File: src/rtl/systolic_feeder.sv
// Skews matrix A rows and matrix B columns into a systolic array, then captures its results.
// Optional drain watchdog enabled by defining SYSTOLIC_FEEDER_TIMEOUT_EN.
module systolic_feeder #(
    parameter int unsigned width_p        = 32,
    parameter int unsigned array_width_p  = 2,
    parameter int unsigned array_height_p = 2,
    parameter int unsigned k_p            = 2,
    parameter int unsigned timeout_p      = 64
) (
    input  logic                                              clk_i,
    input  logic                                              reset_i,
    input  logic [width_p*array_height_p*k_p-1:0]             a_i,
    input  logic [width_p*k_p*array_width_p-1:0]              b_i,
    input  logic                                              start_v_i,
    output logic                                              start_ready_o,
    output logic [array_height_p-1:0]                         flush_o,
    output logic [width_p*array_height_p-1:0]                 row_o,
    output logic [array_height_p-1:0]                         row_v_o,
    input  logic [array_height_p-1:0]                         row_ready_i,
    output logic [width_p*array_width_p-1:0]                  col_o,
    output logic [array_width_p-1:0]                          col_v_o,
    input  logic [array_width_p-1:0]                          col_ready_i,
    input  logic [width_p*array_height_p*array_width_p-1:0]   z_i,
    input  logic [array_height_p*array_width_p-1:0]           z_v_i,
    output logic [array_height_p*array_width_p-1:0]           z_yumi_o,
    output logic [width_p*array_height_p*array_width_p-1:0]   result_o,
    output logic                                              done_v_o,
    input  logic                                              done_yumi_i,
    output logic                                              error_o
);

    localparam int unsigned max_dim_lp   = (array_height_p > array_width_p) ?
                                           array_height_p : array_width_p;
    localparam int unsigned last_step_lp = k_p + max_dim_lp - 2;
    localparam int unsigned step_w_lp    = $clog2(last_step_lp + 2);
    localparam logic [step_w_lp-1:0] last_step_c = step_w_lp'(last_step_lp);

    typedef enum logic [1:0] {StIdle, StFeed, StDrain, StDone} state_e;

    state_e                                            state_q;
    logic [step_w_lp-1:0]                              step_q;
    logic [array_height_p-1:0]                         flush_q;
    logic [width_p*array_height_p*k_p-1:0]             a_q;
    logic [width_p*k_p*array_width_p-1:0]              b_q;
    logic [width_p*array_height_p*array_width_p-1:0]   result_q;
    logic                                              z_all_v;
    logic                                              feed_fire;

`ifdef SYSTOLIC_FEEDER_TIMEOUT_EN
    localparam int unsigned cnt_w_lp = $clog2(timeout_p + 1);
    localparam logic [cnt_w_lp-1:0] cnt_last_c = cnt_w_lp'(timeout_p - 1);
    logic [cnt_w_lp-1:0] cnt_q;
    logic                error_q;
`endif

    assign z_all_v       = &z_v_i;
    assign start_ready_o = (state_q == StIdle);
    assign done_v_o      = (state_q == StDone);
    assign flush_o       = flush_q;
    assign result_o      = result_q;
    assign z_yumi_o      = (state_q == StDrain && z_all_v) ? '1 : '0;

    // Lane r (or c) carries element k = step - lane while that index lies inside 0..K-1.
    always_comb begin
        row_v_o = '0;
        row_o   = '0;
        col_v_o = '0;
        col_o   = '0;
        if (state_q == StFeed) begin
            for (int r = 0; r < int'(array_height_p); r++) begin
                if (int'(step_q) >= r && int'(step_q) - r < int'(k_p)) begin
                    row_v_o[r] = 1'b1;
                    row_o[r*width_p +: width_p] =
                        a_q[(r*int'(k_p) + int'(step_q) - r)*width_p +: width_p];
                end
            end
            for (int c = 0; c < int'(array_width_p); c++) begin
                if (int'(step_q) >= c && int'(step_q) - c < int'(k_p)) begin
                    col_v_o[c] = 1'b1;
                    col_o[c*width_p +: width_p] =
                        b_q[((int'(step_q) - c)*int'(array_width_p) + c)*width_p +: width_p];
                end
            end
        end
    end

    assign feed_fire = ((row_v_o & ~row_ready_i) == '0) && ((col_v_o & ~col_ready_i) == '0);

    always_ff @(posedge clk_i) begin
        if (!reset_i) begin
            state_q  <= StIdle;
            step_q   <= '0;
            flush_q  <= '0;
            a_q      <= '0;
            b_q      <= '0;
            result_q <= '0;
`ifdef SYSTOLIC_FEEDER_TIMEOUT_EN
            cnt_q    <= '0;
            error_q  <= 1'b0;
`endif
        end else begin
            flush_q <= '0;
            case (state_q)
                StIdle: begin
                    if (start_v_i) begin
                        a_q     <= a_i;
                        b_q     <= b_i;
                        flush_q <= '1;
                        step_q  <= '0;
                        state_q <= StFeed;
`ifdef SYSTOLIC_FEEDER_TIMEOUT_EN
                        error_q <= 1'b0;
`endif
                    end
                end
                StFeed: begin
                    if (feed_fire) begin
                        if (step_q == last_step_c) begin
                            state_q <= StDrain;
`ifdef SYSTOLIC_FEEDER_TIMEOUT_EN
                            cnt_q   <= '0;
`endif
                        end else begin
                            step_q <= step_q + 1'b1;
                        end
                    end
                end
                StDrain: begin
                    if (z_all_v) begin
                        result_q <= z_i;
                        state_q  <= StDone;
`ifdef SYSTOLIC_FEEDER_TIMEOUT_EN
                    end else if (cnt_q == cnt_last_c) begin
                        result_q <= z_i;
                        error_q  <= 1'b1;
                        state_q  <= StDone;
                    end else begin
                        cnt_q <= cnt_q + 1'b1;
`endif
                    end
                end
                StDone: begin
                    if (done_yumi_i) begin
                        state_q <= StIdle;
                    end
                end
                default: state_q <= StIdle;
            endcase
        end
    end

`ifdef SYSTOLIC_FEEDER_TIMEOUT_EN
    assign error_o = error_q;
`else
    assign error_o = 1'b0;
`endif

endmodule

File: config.mk
export PLATFORM = sky130hd
export DESIGN_NAME = systolic_feeder
export DESIGN_NICKNAME = d
export VERILOG_FILES = /design/src/rtl/systolic_feeder.sv
export SDC_FILE = /design/constraint.sdc
export NUM_CORES = 1
export LEC_CHECK = 0
export ABC_CLOCK_PERIOD_IN_PS = 5500
export BUFFER_PORTS_ARGS = -buffer_cell sky130_fd_sc_hd__buf_2
export CORE_AREA = 5 5 252 254
export CTS_CLUSTER_SIZE = 40
export DETAILED_ROUTE_END_ITERATION = 7
export DIE_AREA = 0 0 257 259
export HOLD_SLACK_MARGIN = 0.15
export PLACE_DENSITY = 0.55
export SLEW_MARGIN = 0
export SYNTH_ARGS = -nofsm -noshare
export SYNTH_HDL_FRONTEND = slang
export SYNTH_SLANG_ARGS = --single-unit
export TNS_END_PERCENT = 50
File: constraint.sdc
create_clock -name clk_i -period 5.5 [get_ports clk_i]
set_input_delay 0.55 -clock clk_i [delete_from_list [all_inputs] [get_ports clk_i]]
set_output_delay 0.55 -clock clk_i [all_outputs]
set_load 0.02 [all_outputs]
### Yosys cells after proc, flatten, opt, wreduce, memory -nomap -nowiden

Index checks and enable logic that the tools add are counted.

* $add $sub $neg: 6
* order comparisons: 3
* eq/ne operators: 10
* shift operators: 4
* muxes and demuxes: 21
* bitwise logic cells: 4
* reductions and logical operators: 13

Operators with widths (number)
* $shiftx 128x33->32: 2
* $mux 32: 4
* $mux 64: 2
* $shiftx 128x8->32: 1
* $shiftx 128x9->32: 1
* $mux 2: 10
* $reduce_and 5->1: 2
* $ne 2x2->1 const B: 4
* $pmux 2 s4: 1
* $reduce_and 4->1: 2
* $eq 2x2->1 const B: 3
* $logic_not 2->1: 3
* $sub 2x1->3 const B: 2
* $add 4x2->5 const B: 1
* $and 2x2->2: 2
* $mux 4: 1
* $ne 2x1->1 const B: 2
* $not 2->2: 2
* $pmux 2 s2: 1
* $reduce_and 2->1: 2
* $sub 3x1->4 const B: 1
* $add 2x2->3 const A: 1
* $logic_and 1x1->1: 3
* $lt 3x3->1 const B: 1
* other kinds (6): 7

* flip-flop bits (word level): 390
* input bits: 396

### Longest topological paths before layout

* word-level depth: 10
* depth in mapped cells: 8
* gate-level depth less buffers: 7

### Worst setup path before layout

OpenSTA, ideal clock, no wires.

* kind: reg2out
* start: reg step_q[0]
* end: out col_o[33]
* data arrival time: 1.609 ns
* required time: 4.950 ns
* setup slack: 3.341 ns
* stages on the path, launching flop included: 8
* path buffers: 2
* path through: dfxtp_1 -> clkbuf_1 -> inv_1 -> ha_1 -> and2_4 -> nand2b_1 -> clkbuf_1 -> nor2_1

* cells in the longest elaborated chain, start to end: 5
* elaborated cells between the ends (all ways): 9
* classes of those cells: 3 x add/sub; 2 x order compare; 1 x shift; 2 x mux; 1 x reduce/logical

Ends and longest elaborated chain
* start: declaration: RTL line 41 `logic [step_w_lp-1:0] step_q;`
* start signal: assignment: RTL line 124 `step_q <= step_q + 1'b1;`
* $sub 2x1->3: RTL line 78, 81
* $add 4x2->5 / $lt 3x3->1 (equally long branches): RTL line 81, 78
* $shiftx 128x33->32 / $logic_and 1x1->1 (equally long branches): RTL line 81, 78
* $mux 32 (*): RTL line 78 `if (int'(step_q) >= c && int'(step_q) - c < int'(k_p)) begin`
* $mux 64 (*): RTL line 69 `if (state_q == StFeed) begin`
* end: declaration: RTL line 20 `output logic [width_p*array_width_p-1:0] col_o,`

Mark *: on every way between the ends. The rest lies on a longest branch, timed or not.

### Worst setup path after layout

* start: reg state_q[1]
* end: out row_o[30]

* cells in the longest elaborated chain, start to end: 2

Ends and longest elaborated chain
* start: declaration: RTL line 40 `state_e state_q;`
* start signal: assignment: RTL line 91 `state_q <= StIdle;`
* start signal: assignment: RTL line 110 `state_q <= StFeed;`
* start signal: assignment: RTL line 119 `state_q <= StDrain;`
* $eq 2x1->1: RTL line 69
* $mux 64: RTL line 69
* end: declaration: RTL line 17 `output logic [width_p*array_height_p-1:0] row_o,`

Every way passes these cells.

==> impl_metrics.ini <==
[power_and_ir_drop]
peakVddDrop_mv = 0.2085
combPwrFrac_pct = 23.0
internal_power_uw = 5674
swShare_pct = 31.74
pwr-share-seq_pct = 40.2
switching_power_uw = 2638
pwr-share-clk_pct = 36.9
p_leak_uw = 0.009298
power_density_nw_per_um2 = 383.2

[global_route]
grt_overflow = 0
antenna_found_initial = 39
grt_pass1_vias = 15582
grt_use_total_pct = 17.39
grt_pass1_wl_um = 92450
grt_max_degree = 184

[layout]
fin_nets = 2970
drive_gt1_share_pct = 28.96
area_growth_pct = 32.78
layoutNonFillerInstCount = 3416
utilization_pct = 35.54
mostFrequentLayoutCells = nand2_1 (777), buf_2 (662), dfxtp_1 (388)
filler_cell_count = 6478
layout_commonest_cell = nand2_1

[placement]
place_inst = 3309
numPortBuffers = 663
dp_slack_ns = 2.248
gp_congestion = 0.8863
place_hpwl_um = 45170

[clocking]
clk_latency_ns = 0.56
htree_num_levels = 2
hold_buffers = 0
numCtsBuffers = 46
ctsLongestPathBuffers = 3
cts_setup_buffers = 0
cts_resized = 0
cts_tree = done
cts-root-buf = clkbuf_16
clock-sinks = 389
clkTransAtPathRegs_ns = 0.06

[synthesis]
ys_types = 24
synth-adder-area-share_pct = 0.5362
ys_seq_area_share_pct = 47.68
syn_area_per_cell_um2 = 8.143
synth_top_family_by_area = simple AND/OR/NAND/NOR gates
synth_area_um2 = 16330
synth-compound-area-share_pct = 17.91
synthMuxAreaShare_pct = 8.028
syn_nets = 2409
synthXorXnorAreaFrac_pct = 0
synthSimpleGateAreaFrac_pct = 21.22
synth-seq-cells = 389
syn_inst = 2006
yosysWarnings = 0

[sta]
rsz0062_at_grt = no
fmax_ghz = 0.3017
finalClockSkew_ns = 0.01583
finalHoldViolations = 0
relSlewSlack_pct = 32.66
worst_slack_ns = 2.186
setup_tns_ns = 0
drv_slew = 0
period_minus_slack_ns = 3.314
hold-worst-slack_ns = 0.2112
setup_violations = 0
worst_pin_slew_ns = 1.010
finalCritPeriodShare_pct = 60.26

[route]
vias = 15561
drt_iter0_markers = 820
wl_um = 61350
drt_drc_violations_left = 0
first_pass_iters = 5
detail_route.wl_per_cell_um = 17.96
ant_nets = 0
viasPerCell = 4.555

[outcome]
outcome = finished, final reports clean

[die]
fp.coreArea_um2 = 61030
pin_count = 665
die_height_um = 259
rows = 91
die_area_um2 = 66560
die-width_um = 257
start_util_pct = 26.77

[setup_path]
crit_fanout = 34
regToRegEndpoint = step_q[0]$_SDFFE_PN0P_
r2r-start = state_q[1]$_SDFFE_PN0P_
cp.required_ns = 4.95
reg2reg_slack_ns = 2.29
reg2regPathDepth = 8
worstPathArrival_ns = 2.76
cp-end-kind = output port
crit_start = state_q[1]$_SDFFE_PN0P_
critPathKind = reg2out
critPathLaunchType = flip-flop

[job]
max-cap-violations = 0

[min_path]
min_from = b_i[113]
min_path_type = in2reg
holdPathEnd = b_q[113]$_SDFFE_PN0P_
whs_path_depth = 3
[registers in the layout, summed over array words and instances (netlist names)]
name and flops:
a_q 128, flush_o 1, state_q 2, step_q 2
b_q 128, result_o 128
[through the flow]
step | total power (uW) | cell area [um2]
6_report | 8312 | 21690
2_1_floorplan | 4708 | 16330
3_3_place_gp | 5297 | 20110
5_1_grt | 8790 | 21660
4_1_cts | 8458 | 21630
3_5_place_dp | 5352 | 20110
[kinds of logic after synthesis]
group,count (synthesis)
buf+inv,173
simple gates,916
other cells,1
compound gates,389
fa+ha+maj,7
mux,131
flops,389
[layer usage]
layer  share of wire [%]  wire length (um)  global-route usage, %
met1                  39             24090                  20.17
met2                  48             29310                  29.27
met3                 9.1              5609                  6.731
met4                 3.6              2208                  6.367
met5                0.21               128                      0
[final cells by class]
cell class              instances  area (um2)  share of cell area (%)
clock buffers                  73        1363                   6.282
well taps                     790       988.4                   4.557
repair buffers                677        3482                   16.05
multi-input cells            1444        7814                   36.03
clock inverters                12       160.2                  0.7384
diodes                         22       55.05                  0.2538
flip-flops and latches        389        7791                   35.92
inverters                       9       36.28                  0.1673
[worst max path at each step]
stage / endpoint / slack [ns] / depth (start not counted)
floorplan: col_o[33] / 3.34 / 7
global placement: result_o[2]$_SDFFE_PN0P_ / 2.40 / 7
finish: row_o[30] / 2.19 / 6
global route: col_o[23] / 1.96 / 6
CTS: col_o[27] / 2.05 / 6
detailed placement: step_q[0]$_SDFFE_PN0P_ / 2.25 / 8
[power by group through the flow]
stage | logic, uW | registers (uW) | clock network, uW
after global routing | 2130 | 3380 | 3280
after global placement | 1910 | 3380 | 0
after CTS | 1950 | 3340 | 3160
after floorplan | 1360 | 3350 | 0
final | 1910 | 3340 | 3060
after detailed placement | 1950 | 3400 | 0
[Yosys cell counts]
library cell | count | area share, %
a21boi_1 | 384 | 18
a222oi_1 | 2 | 0.12
a32o_1 | 1 | 0.061
and2_1 | 1 | 0.038
and2_4 | 1 | 0.054
and3_1 | 1 | 0.038
and4_1 | 2 | 0.11
buf_1 | 8 | 0.18
buf_2 | 62 | 1.9
buf_4 | 7 | 0.32
clkbuf_1 | 87 | 2.0
clkinv_1 | 1 | 0.023
conb_1 | 1 | 0.023
dfxtp_1 | 389 | 48
ha_1 | 7 | 0.54
inv_1 | 6 | 0.14
inv_2 | 2 | 0.046
mux2i_1 | 131 | 8.0
nand2_1 | 780 | 18
nand2b_1 | 2 | 0.077
nand4_1 | 1 | 0.038
nor2_1 | 128 | 2.9
o211ai_1 | 1 | 0.046
o21ai_0 | 1 | 0.031
[worst max-delay path, stage by stage, from the launching register on]
cell,delay [ns]
dfxtp_1,0.37
inv_1,0.09
ha_1,0.26
nand2_2,0.58
buf_4,0.55
nor2_1,0.12
buf_2,0.18
No activity file was read; power rests on OpenSTA's default activity.
